<file path="src/rtl/vga_sync.sv">
// rtl/vga_sync.sv - 640x480@60Hz VGA timing generator with pixel-rate divider
module vga_sync #(
  parameter int CLK_DIV   = 2,
  parameter int H_VISIBLE = 640,
  parameter int H_FRONT   = 16,
  parameter int H_SYNC    = 96,
  parameter int H_BACK    = 48,
  parameter int V_VISIBLE = 480,
  parameter int V_FRONT   = 10,
  parameter int V_SYNC    = 2,
  parameter int V_BACK    = 33
) (
  input  logic       clk,
  input  logic       rst,
  output logic       hsync,
  output logic       vsync,
  output logic [9:0] pos_h,
  output logic [9:0] pos_v,
  output logic       blank,
  output logic       pix_en,
  output logic       frame_start
);

  localparam int H_TOTAL = H_VISIBLE + H_FRONT + H_SYNC + H_BACK;
  localparam int V_TOTAL = V_VISIBLE + V_FRONT + V_SYNC + V_BACK;
  localparam int DIV_W   = (CLK_DIV > 1) ? $clog2(CLK_DIV) : 1;

  localparam logic [DIV_W-1:0] DIV_LAST = DIV_W'(CLK_DIV - 1);
  localparam logic [9:0] H_LAST   = 10'(H_TOTAL - 1);
  localparam logic [9:0] V_LAST   = 10'(V_TOTAL - 1);
  localparam logic [9:0] H_VIS    = 10'(H_VISIBLE);
  localparam logic [9:0] V_VIS    = 10'(V_VISIBLE);
  localparam logic [9:0] HS_START = 10'(H_VISIBLE + H_FRONT);
  localparam logic [9:0] HS_END   = 10'(H_VISIBLE + H_FRONT + H_SYNC);
  localparam logic [9:0] VS_START = 10'(V_VISIBLE + V_FRONT);
  localparam logic [9:0] VS_END   = 10'(V_VISIBLE + V_FRONT + V_SYNC);

  logic [DIV_W-1:0] div;
  logic             step;
  logic [9:0]       h_next;
  logic [9:0]       v_next;
  logic             h_wrap;
  logic             v_wrap;

  assign step = (div == DIV_LAST);

  // Next coordinates; wraps are explicit compares against the totals.
  always_comb begin
    h_wrap = (pos_h == H_LAST);
    v_wrap = (pos_v == V_LAST);
    h_next = h_wrap ? 10'd0 : pos_h + 10'd1;
    v_next = pos_v;
    if (h_wrap) begin
      v_next = v_wrap ? 10'd0 : pos_v + 10'd1;
    end
  end

  // Pixel-rate divider; pix_en marks the clk in which the coordinates advanced.
  always_ff @(posedge clk or posedge rst) begin
    if (rst) begin
      div    <= '0;
      pix_en <= 1'b0;
    end else if (step) begin
      div    <= '0;
      pix_en <= 1'b1;
    end else begin
      div    <= div + 1'b1;
      pix_en <= 1'b0;
    end
  end

  // Coordinates and decodes are registered together from the next position,
  // so sync/blank never lag the coordinates they accompany.
  always_ff @(posedge clk or posedge rst) begin
    if (rst) begin
      pos_h       <= 10'd0;
      pos_v       <= 10'd0;
      hsync       <= 1'b1;
      vsync       <= 1'b1;
      blank       <= 1'b0;
      frame_start <= 1'b0;
    end else if (step) begin
      pos_h       <= h_next;
      pos_v       <= v_next;
      hsync       <= !((h_next >= HS_START) && (h_next < HS_END));
      vsync       <= !((v_next >= VS_START) && (v_next < VS_END));
      blank       <= (h_next >= H_VIS) || (v_next >= V_VIS);
      frame_start <= h_wrap && v_wrap;
    end else begin
      frame_start <= 1'b0;
    end
  end

endmodule

</file>
<file path="config.mk">
export PLATFORM = sky130hd
export DESIGN_NAME = vga_sync
export DESIGN_NICKNAME = d
export VERILOG_FILES = /design/src/rtl/vga_sync.sv
export SDC_FILE = /design/constraint.sdc
export NUM_CORES = 1
export LEC_CHECK = 0
export CORE_UTILIZATION = 35
export CTS_BUF_LIST = sky130_fd_sc_hd__clkbuf_4
export DETAILED_ROUTE_END_ITERATION = 16
export PLACE_DENSITY_LB_ADDON = 0.08
export SLEW_MARGIN = 20
export SYNTH_ARGS = -nofsm -noshare
export SYNTH_HDL_FRONTEND = slang
export SYNTH_SLANG_ARGS = --single-unit
export TNS_END_PERCENT = 5
</file>
<file path="constraint.sdc">
create_clock -name clk -period 6.13 [get_ports clk]
set_input_delay 0.9195 -clock clk [delete_from_list [all_inputs] [get_ports clk]]
set_output_delay 0.9195 -clock clk [all_outputs]
set_load 0.01 [all_outputs]
</file>
==> reports/results.ini <==
[run_status]
status=finished, final reports clean

[routing]
firstDrtPassIters=4
drtIter0Drc=43
routed_wirelength_mm=3.560
drt-vias-per-instance=5.539
wl_per_cell_um=14.77
drc_errors=0
vias=1335
ant_nets=0

[grt]
antenna_found_initial=0
grt_overflow=0
grt_usage=0.1702
grt_pass1_wl_mm=5.913
grt_pass1_vias=1245
grt_max_degree=27

[sta]
tightestPinTransition_ns=0.6763
setup_tns_ns=0
maxSlewViolCount=0
finClkSkew_ns=0.01811
max_freq_ghz=0.4115
finalSetupViolCount=0
period_minus_slack_ns=2.430
rsz0062_at_grt=no
slew_headroom=0.5491
hold_viol=0
fin_crit_sh=0.3964

[floorplan]
dieArea_um2=4622
fp.dieH_um=67.99
rows=23
core_area_um2=4086
num_io_pins=27
initial_core_util=0.3729
die_x_um=67.99

[final_layout]
regArea_um2=653.1
num-fill-cells=442
final_cells=241
multiInputGateArea_um2=808.3
drive_gt1_frac=0.07853
syn_to_final_growth_pct=20.53
num-nets-final=198
diodes=0

[cts]
numCtsBuffers=3
root_buffer=clkbuf_4
clock_sinks=26
cts_setup_buffers=0
clock_latency_ns=0.33
path_clk_slew_ns=0.16
cts_tree=done
cts.repair.resized=0
ctsHtreeMaxLevel=1
clk_path_buf_depth=2
cts_hold_buffers=0

[setup_path]
crit_path_cell_trace=clkdlybuf4s50_1
slowest_stage=clkdlybuf4s50_1
cpPeakStageDelay_ns=0.60
critPathTopFamily=buffers and inverters
critPathBufInv=1
crit_type=flop to primary output
crit_cells=1
crit_start=pos_h[7]
reg2reg_depth=7
r2r_start=pos_h[0]
critPathArrivalTime_ns=1.51
cp_max_fo=10
critical_path_required_ns=5.21
startpoint_type=flop
cp-end-kind=primary output

[logic_synthesis]
synthTopCellsByArea=dfrtp_1, nand2_1, xnor2_1
yosys-top-cells-count=dfrtp_1, nand2_1, nor2_1
synthXorXnorAreaFrac=0.05172
yosys_warnings=0
syn_area_per_cell_um2=9.126
synth.most_common_cell=dfrtp_1
synth_adder_area_share=0.03284
synth_ff_type=dfrtp_1
synth_simple_gate_area_share=0.2521
synth_compound_area_frac=0.1724
yosysUniqueCellTypes=47
yosys.area.top_type_share=0.3941
syn_area_um2=1524
seq_area_frac_synth=0.4286
synthCells=167
synth-edff-count=0
ys_ff_latch=26
synth_mux_area_frac=0.02135
synth_top_family_by_area=simple AND/OR/NAND/NOR gates
syn_nets=173
synth_top_area_cell=dfrtp_1
async_reset_ff_frac=1.000

[min_path]
hold_class=flop to flop
whs_path_depth=2
hp-start=hsync

[placed_design]
placed_cells=237
io_buffers=26
hpwlAfterDp_mm=2.542
gp_congestion=0.8417

[pwr]
max-vdd-ir-drop_v=0.00008038
powerDensity_nw_per_um2=137.3
leakagePower_nw=0.7357

[job]
maxCapViolations=0

## layout make-up
cell class                      count  area share
Clock buffer                        3     0.01226
Clock inverter                      1    0.002044
Inverter                            7     0.01431
Multi-Input combinational cell    128      0.4401
Sequential cell                    26      0.3556
Tap cell                           50     0.03406
Timing Repair Buffer               26      0.1417
## layout by cell type (no fill, tap or decap), types with 2 or more instances in the layout
| cell | instances |
|---|---|
| a211oi_1 | 3 |
| a21oi_1 | 5 |
| a31oi_1 | 4 |
| and3_1 | 4 |
| clkbuf_4 | 3 |
| clkdlybuf4s50_1 | 26 |
| dfrtp_1 | 24 |
| dfstp_2 | 2 |
| ha_1 | 4 |
| inv_1 | 6 |
| mux2_2 | 2 |
| nand2_1 | 23 |
| nand2b_1 | 2 |
| nand3_1 | 8 |
| nand4_1 | 3 |
| nand4bb_1 | 2 |
| nor2_1 | 17 |
| nor4_1 | 2 |
| o21ai_0 | 12 |
| o21bai_1 | 2 |
| o22ai_1 | 2 |
| o31ai_1 | 3 |
| or3_4 | 2 |
| xnor2_1 | 8 |
## cells by family after synthesis
logic type	count (synthesis)
xor gates and xnor gates	9
muxes	3
buffers and inverters	13
adders and majority gates	4
DFF	26
and+or+nand+nor	72
AOI/OAI and AO/OA	40
## sequential cells by signal (all words and copies together) (netlist names)
signal and flops:
pos_h 10, pos_v 10, blank 1, div 1, frame_start 1, hsync 1, pix_en 1, vsync 1
## power by group
part / total [mW] / internal [mW] / leakage, nW / switching [mW]
combinational: 0.00397 / 0.000616 / 0.378 / 0.00336
clock: 0.0766 / 0.0239 / 0.0154 / 0.0528
sequential: 0.172 / 0.172 / 0.343 / 0
## path summary, 6_finish.rpt
path                       endpoint  slack (ns)
hold / removal                hsync        0.50
setup / recovery           pos_h[7]        3.70
hold reg to reg               hsync        0.50
max in group asynchronous  pos_v[3]        4.82
min in group asynchronous  pos_h[3]        0.93
setup reg to reg           pos_v[7]        3.82
## layer usage
layer  track usage  vias up  wire, um
met2        0.2966       19      1783
li1              -      650         -
met5             0        -         0
met3       0.03833        2        77
met4       0.03646        0        16
met1        0.2124      664      1683
## per-stage QoR
step	instance area, um^2	utilization	worst slack (ns)	total power [mW]	hold WS [ns]
2_1_floorplan	1524	-	3.997	0.1773	0.3487
3_3_place_gp	1810	0.4431	3.908	0.1790	0.4848
3_5_place_dp	1810	0.4431	3.843	0.1792	0.4879
4_1_cts	1837	0.4495	3.683	0.2599	0.5087
5_1_grt	1837	0.4495	3.621	0.2678	0.5270
6_report	1837	0.4495	3.700	0.2523	0.5037
Note: power is estimated with default switching activity, not from simulation.
